[config.mk]
export PLATFORM = sky130hd
export DESIGN_NAME = hd44780_read_operation
export DESIGN_NICKNAME = d
export VERILOG_FILES = /design/src/rtl/hd44780_read_operation.sv
export SDC_FILE = /design/constraint.sdc
export NUM_CORES = 1
export LEC_CHECK = 0
export CORE_UTILIZATION = 52
export CTS_BUF_LIST = sky130_fd_sc_hd__clkbuf_16
export CTS_CLUSTER_DIAMETER = 100
export CTS_CLUSTER_SIZE = 12
export DETAILED_ROUTE_END_ITERATION = 10
export MAX_ROUTING_LAYER = met4
export PLACE_DENSITY = 0.89
export REMOVE_ABC_BUFFERS = 1
export SYNTH_ARGS = -nofsm -noshare
export SYNTH_HDL_FRONTEND = slang
export SYNTH_SLANG_ARGS = --single-unit
export TNS_END_PERCENT = 20
[constraint.sdc]
create_clock -name i_clk -period 2.25 [get_ports i_clk]
set_input_delay 0.225 -clock i_clk [delete_from_list [all_inputs] [get_ports i_clk]]
set_output_delay 0.225 -clock i_clk [all_outputs]
set_load 0.005 [all_outputs]
[src/rtl/hd44780_read_operation.sv]
// HD44780 bus-read engine: drives RS/RW/E through one read cycle and samples DB7..DB0 as E falls.
// Define HD44780_READ_4BIT_EN for the 4-bit bus build (two E pulses, high nibble of i_db each time).
module hd44780_read_operation #(
  parameter int T_AS = 1,
  parameter int T_EH = 2,
  parameter int T_EL = 2
) (
  input  logic       i_clk,
  input  logic       i_reset_n,
  input  logic       i_ena,
  input  logic       i_start,
  input  logic       i_rs,
  input  logic [7:0] i_db,
  output logic       o_rs,
  output logic       o_rw,
  output logic       o_e,
  output logic       o_bus_req,
  output logic       o_busy,
  output logic       o_valid,
  output logic [7:0] o_data,
  output logic       o_bf,
  output logic [6:0] o_ac
);

  localparam int MAX_T = (T_AS > T_EH) ? ((T_AS > T_EL) ? T_AS : T_EL)
                                       : ((T_EH > T_EL) ? T_EH : T_EL);
  localparam int CW = $clog2(MAX_T) + 1;
  localparam logic [CW-1:0] LD_AS = CW'(T_AS);
  localparam logic [CW-1:0] LD_EH = CW'(T_EH);
  localparam logic [CW-1:0] LD_EL = CW'(T_EL);
  localparam logic [CW-1:0] ONE   = CW'(1);

  typedef enum logic [2:0] {IDLE, SETUP, E_HIGH, E_LOW, DONE} state_t;

  state_t          state, state_nx;
  logic [CW-1:0]   cnt, cnt_nx;
  logic [7:0]      shift, shift_nx;
  logic            active, active_nx;
  logic            rs_nx, rw_nx, e_nx, valid_nx, bf_nx;
  logic [7:0]      data_nx;
  logic [6:0]      ac_nx;
  logic            expire;

`ifdef HD44780_READ_4BIT_EN
  logic nibble, nibble_nx;
  logic unused_db_low;
  assign unused_db_low = ^i_db[3:0];

  always_ff @(posedge i_clk or negedge i_reset_n) begin
    if (!i_reset_n) nibble <= 1'b0;
    else            nibble <= nibble_nx;
  end
`endif

  // A phase ends on the tick that takes the counter from 1 to 0.
  assign expire    = i_ena && (cnt == ONE);
  assign o_busy    = active;
  assign o_bus_req = active;

  always_ff @(posedge i_clk or negedge i_reset_n) begin
    if (!i_reset_n) begin
      state   <= IDLE;
      cnt     <= '0;
      shift   <= '0;
      active  <= 1'b0;
      o_rs    <= 1'b0;
      o_rw    <= 1'b0;
      o_e     <= 1'b0;
      o_valid <= 1'b0;
      o_data  <= '0;
      o_bf    <= 1'b0;
      o_ac    <= '0;
    end else begin
      state   <= state_nx;
      cnt     <= cnt_nx;
      shift   <= shift_nx;
      active  <= active_nx;
      o_rs    <= rs_nx;
      o_rw    <= rw_nx;
      o_e     <= e_nx;
      o_valid <= valid_nx;
      o_data  <= data_nx;
      o_bf    <= bf_nx;
      o_ac    <= ac_nx;
    end
  end

  always_comb begin
    state_nx  = state;
    cnt_nx    = cnt;
    shift_nx  = shift;
    active_nx = active;
    rs_nx     = o_rs;
    rw_nx     = o_rw;
    e_nx      = o_e;
    valid_nx  = 1'b0;
    data_nx   = o_data;
    bf_nx     = o_bf;
    ac_nx     = o_ac;
`ifdef HD44780_READ_4BIT_EN
    nibble_nx = nibble;
`endif
    case (state)
      IDLE: begin
        if (i_start) begin
          rs_nx     = i_rs;
          rw_nx     = 1'b1;
          active_nx = 1'b1;
          cnt_nx    = LD_AS;
          state_nx  = SETUP;
`ifdef HD44780_READ_4BIT_EN
          nibble_nx = 1'b0;
`endif
        end
      end
      SETUP: begin
        if (expire) begin
          e_nx     = 1'b1;
          cnt_nx   = LD_EH;
          state_nx = E_HIGH;
        end else if (i_ena) begin
          cnt_nx = cnt - ONE;
        end
      end
      E_HIGH: begin
        // Sample on the same edge that drops E, giving the LCD the full high time to drive DB.
        if (expire) begin
          e_nx     = 1'b0;
          cnt_nx   = LD_EL;
          state_nx = E_LOW;
`ifdef HD44780_READ_4BIT_EN
          if (!nibble) shift_nx[7:4] = i_db[7:4];
          else         shift_nx[3:0] = i_db[7:4];
`else
          shift_nx = i_db;
`endif
        end else if (i_ena) begin
          cnt_nx = cnt - ONE;
        end
      end
      E_LOW: begin
        if (expire) begin
`ifdef HD44780_READ_4BIT_EN
          if (!nibble) begin
            nibble_nx = 1'b1;
            e_nx      = 1'b1;
            cnt_nx    = LD_EH;
            state_nx  = E_HIGH;
          end else begin
            state_nx = DONE;
          end
`else
          state_nx = DONE;
`endif
        end else if (i_ena) begin
          cnt_nx = cnt - ONE;
        end
      end
      DONE: begin
        valid_nx  = 1'b1;
        data_nx   = shift;
        rw_nx     = 1'b0;
        active_nx = 1'b0;
        state_nx  = IDLE;
        // An RS=1 read returns RAM data, so the last known address counter is kept.
        if (!o_rs) begin
          bf_nx = shift[7];
          ac_nx = shift[6:0];
        end else begin
          bf_nx = 1'b0;
        end
      end
      default: state_nx = IDLE;
    endcase
  end

endmodule

==> flow_summary.ini <==
[run_status]
status = finished clean

[worst_setup_path]
slowest_delay_ps = 540
crit_end = o_ac[2]
arrival_ps = 1970
critPathSlowestCell = dfrtp_1
path_cells = or3b_4 -> nor2_4 -> mux2_2
r2r-end = o_ac[2]
worstPathRequired_ps = 2410
worstSetupPathType = reg2reg
r2r_slack_ps = 440
rr_worst_depth = 3
critical_path.startpoint = state[2]
cp-end-kind = flop
start_kind = flop
reg2reg_from = state[2]
cp_max_fo = 12

[timing]
holdWs_ps = 349
setup_viol = 0
timing.final.ws_setup_ps = 444
fin_crit_ps = 1810
drv_slew = 0
setup_tns_ps = 0
min_period_over_period_pct = 80.2
max_freq_ghz = 0.554
hold_viol = 0
finalClockSkew_ps = 5.86
max-slew-margin-rel_pct = 72.2
tightest_slew_ps = 411
grt_setup_unrepaired = no

[layout]
multi_input_area_sq_um = 568
regArea_sq_um = 826
area_delta_synth_final_pct = 33.4
drive_above_1_share_pct = 26.8
num_antenna_cells = 0
fillers = 156
final_nets = 155

[global_route]
grt_first_pass_wirelength_microns = 4640
grt_start_max_net_pins = 34
grt_use_total_pct = 24.8
grt_pass1_vias = 948
overflow = 0
antenna_found_initial = 0

[placed_design]
placement.io_buffers = 34
gp_congestion = 0.806
dp_hpwl_microns = 1980
dp_slack_ps = 444

[clocking]
postCtsHoldBufs = 0
cts_max_level = 2
clockBufferDepth = 2
cts_setup_buffers = 0
ctsRootBufferMaster = clkbuf_16
cts_tree = done
clk_pin_slew_ps = 50
cts_made_buffers = 5
clock-sinks = 33
clkLatencyLatePin_ps = 280
ctsResizeCount = 0

[synthesis]
synth_top_family_by_area = multiplexers
ys_async_sr_fraction_pct = 100
synthFlopType = dfrtp_1
synth_cells = 106
synth_top_area_share_pct = 57.1
syn_area_sq_um = 1450
ys_warn_count = 0
muxShareOfSynthArea_pct = 21.3
synth_fa_ha_area_share_pct = 0.865
synth_area_leaders = dfrtp_1, mux2_2, mux2_4
synth_top_area_cell = dfrtp_1
synth.avg_cell_area_sq_um = 13.6
synth-compound-area-share_pct = 4.58
synth-seq-area-share_pct = 57.1
synth_seq_cells = 33
synthSimpleGateAreaFrac_pct = 11.9
synth_xor_area_share_pct = 0.606
synth-edff-count = 0
ys_types = 33

[die]
fp.coreArea_sq_um = 2540
die_x_microns = 54.7
start_util_pct = 56.8
pin_count = 35
die_h_microns = 54.7
fp-row-count = 18
die_area_sq_um = 3000

[route]
drt_first_pass_iters = 4
drtIter0Drc = 30
drt-total-wl_microns = 2970
drc = 0
detail-route-antenna-nets = 0
wl_per_cell_microns = 17.3
avgViaCountPerCell = 5.63
vias = 968

[flow_run]
drv_cap = 0

[pwr]
p_leak_nw = 0.894
power_density_nw_per_um2 = 1250
vdd_drop_max_mv = 1.13
finalPower_w = 0.00242

[min_path]
hold_path.class = in2async
## state kept, by name, indices dropped and copies added (netlist names)
register	count
o_bus_req	1
state	3
cnt	2
o_data	8
o_ac	7
o_valid	1
o_bf	1
o_e	1
shift	8
o_rs	1
## where the power goes
part / internal [W] / switching [W] / leakage, nW
sequential: 0.000805 / 0.000215 / 0.432
clock: 0.000405 / 0.000247 / 0.0696
combinational: 0.000500 / 0.000249 / 0.392
## final cells by class
class                      instances  share of cell area, %
tap                               30                   1.95
inverter                           2                  0.389
clock buffer                       5                   6.49
timing repair buffer              35                   18.0
sequential                        33                   42.8
clock inverter                     3                  0.908
multi-input combinational         64                   29.4
## worst min path at each step
stage | endpoint | from | cells past startpoint | slack (ps)
after detailed placement | o_data[0] | o_data[0] | 1 | 500
after floorplan | cnt[0] | i_reset_n | 0 | -70
final | o_data[3] | i_reset_n | 2 | 350
after global routing | o_data[3] | i_reset_n | 2 | 400
after global placement | o_bf | o_bf | 2 | 480
after CTS | shift[3] | i_reset_n | 2 | 360
## layout by cell type, fill, tap and decap left out, drive strengths merged, types with 2 or more instances in the layout
cell / Yosys / final
nand2: 2 / 2
nor2: 8 / 8
nor3: 3 / 3
nor4bb: 2 / 2
clkinv: 0 / 2
inv: 2 / 2
clkbuf: 1 / 5
clkdlybuf4s50: 0 / 34
nand2b: 3 / 3
mux2: 25 / 25
a21oi: 3 / 3
dfrtp: 33 / 33
o21ai: 2 / 2
## Yosys cell counts, types with 2 or more instances
master and count:
nor3_1 3, nor2_1 7, o21ai_0 2, buf_4 2, nand2b_1 3, a21oi_1 3, mux2_2 18, buf_2 3
inv_1 2, nor4bb_1 2, mux2_4 7, dfrtp_1 33
## cells by family after synthesis
group | after synthesis
DFF | 33
and+or+nand+nor | 27
muxes | 25
AOI/OAI and AO/OA | 10
buffers and inverters | 9
xor gates and xnor gates | 1
adders and majority gates | 1
## stage by stage
stage	utilization, %	instance area, sq um	std cells
finish	75.8	1930	172
global placement	70.2	1790	164
floorplan	-	1400	99
detailed placement	70.2	1790	164
global route	75.8	1930	172
CTS	75.8	1930	172
## routing by layer
metal	track usage, %	wire length, microns	up-vias
li1	-	-	443
met1	29.9	1230	474
met2	36.5	1510	36
met3	6.11	130	15
met4	16.7	99	0
met5	-	0	-
## critical path: cells and delay by family, from the launching register on
kind / cells / cell delay [ps]
simple gates: 2 / 770
flops: 1 / 540
mux: 1 / 370
No activity file was read; power rests on OpenSTA's default activity.
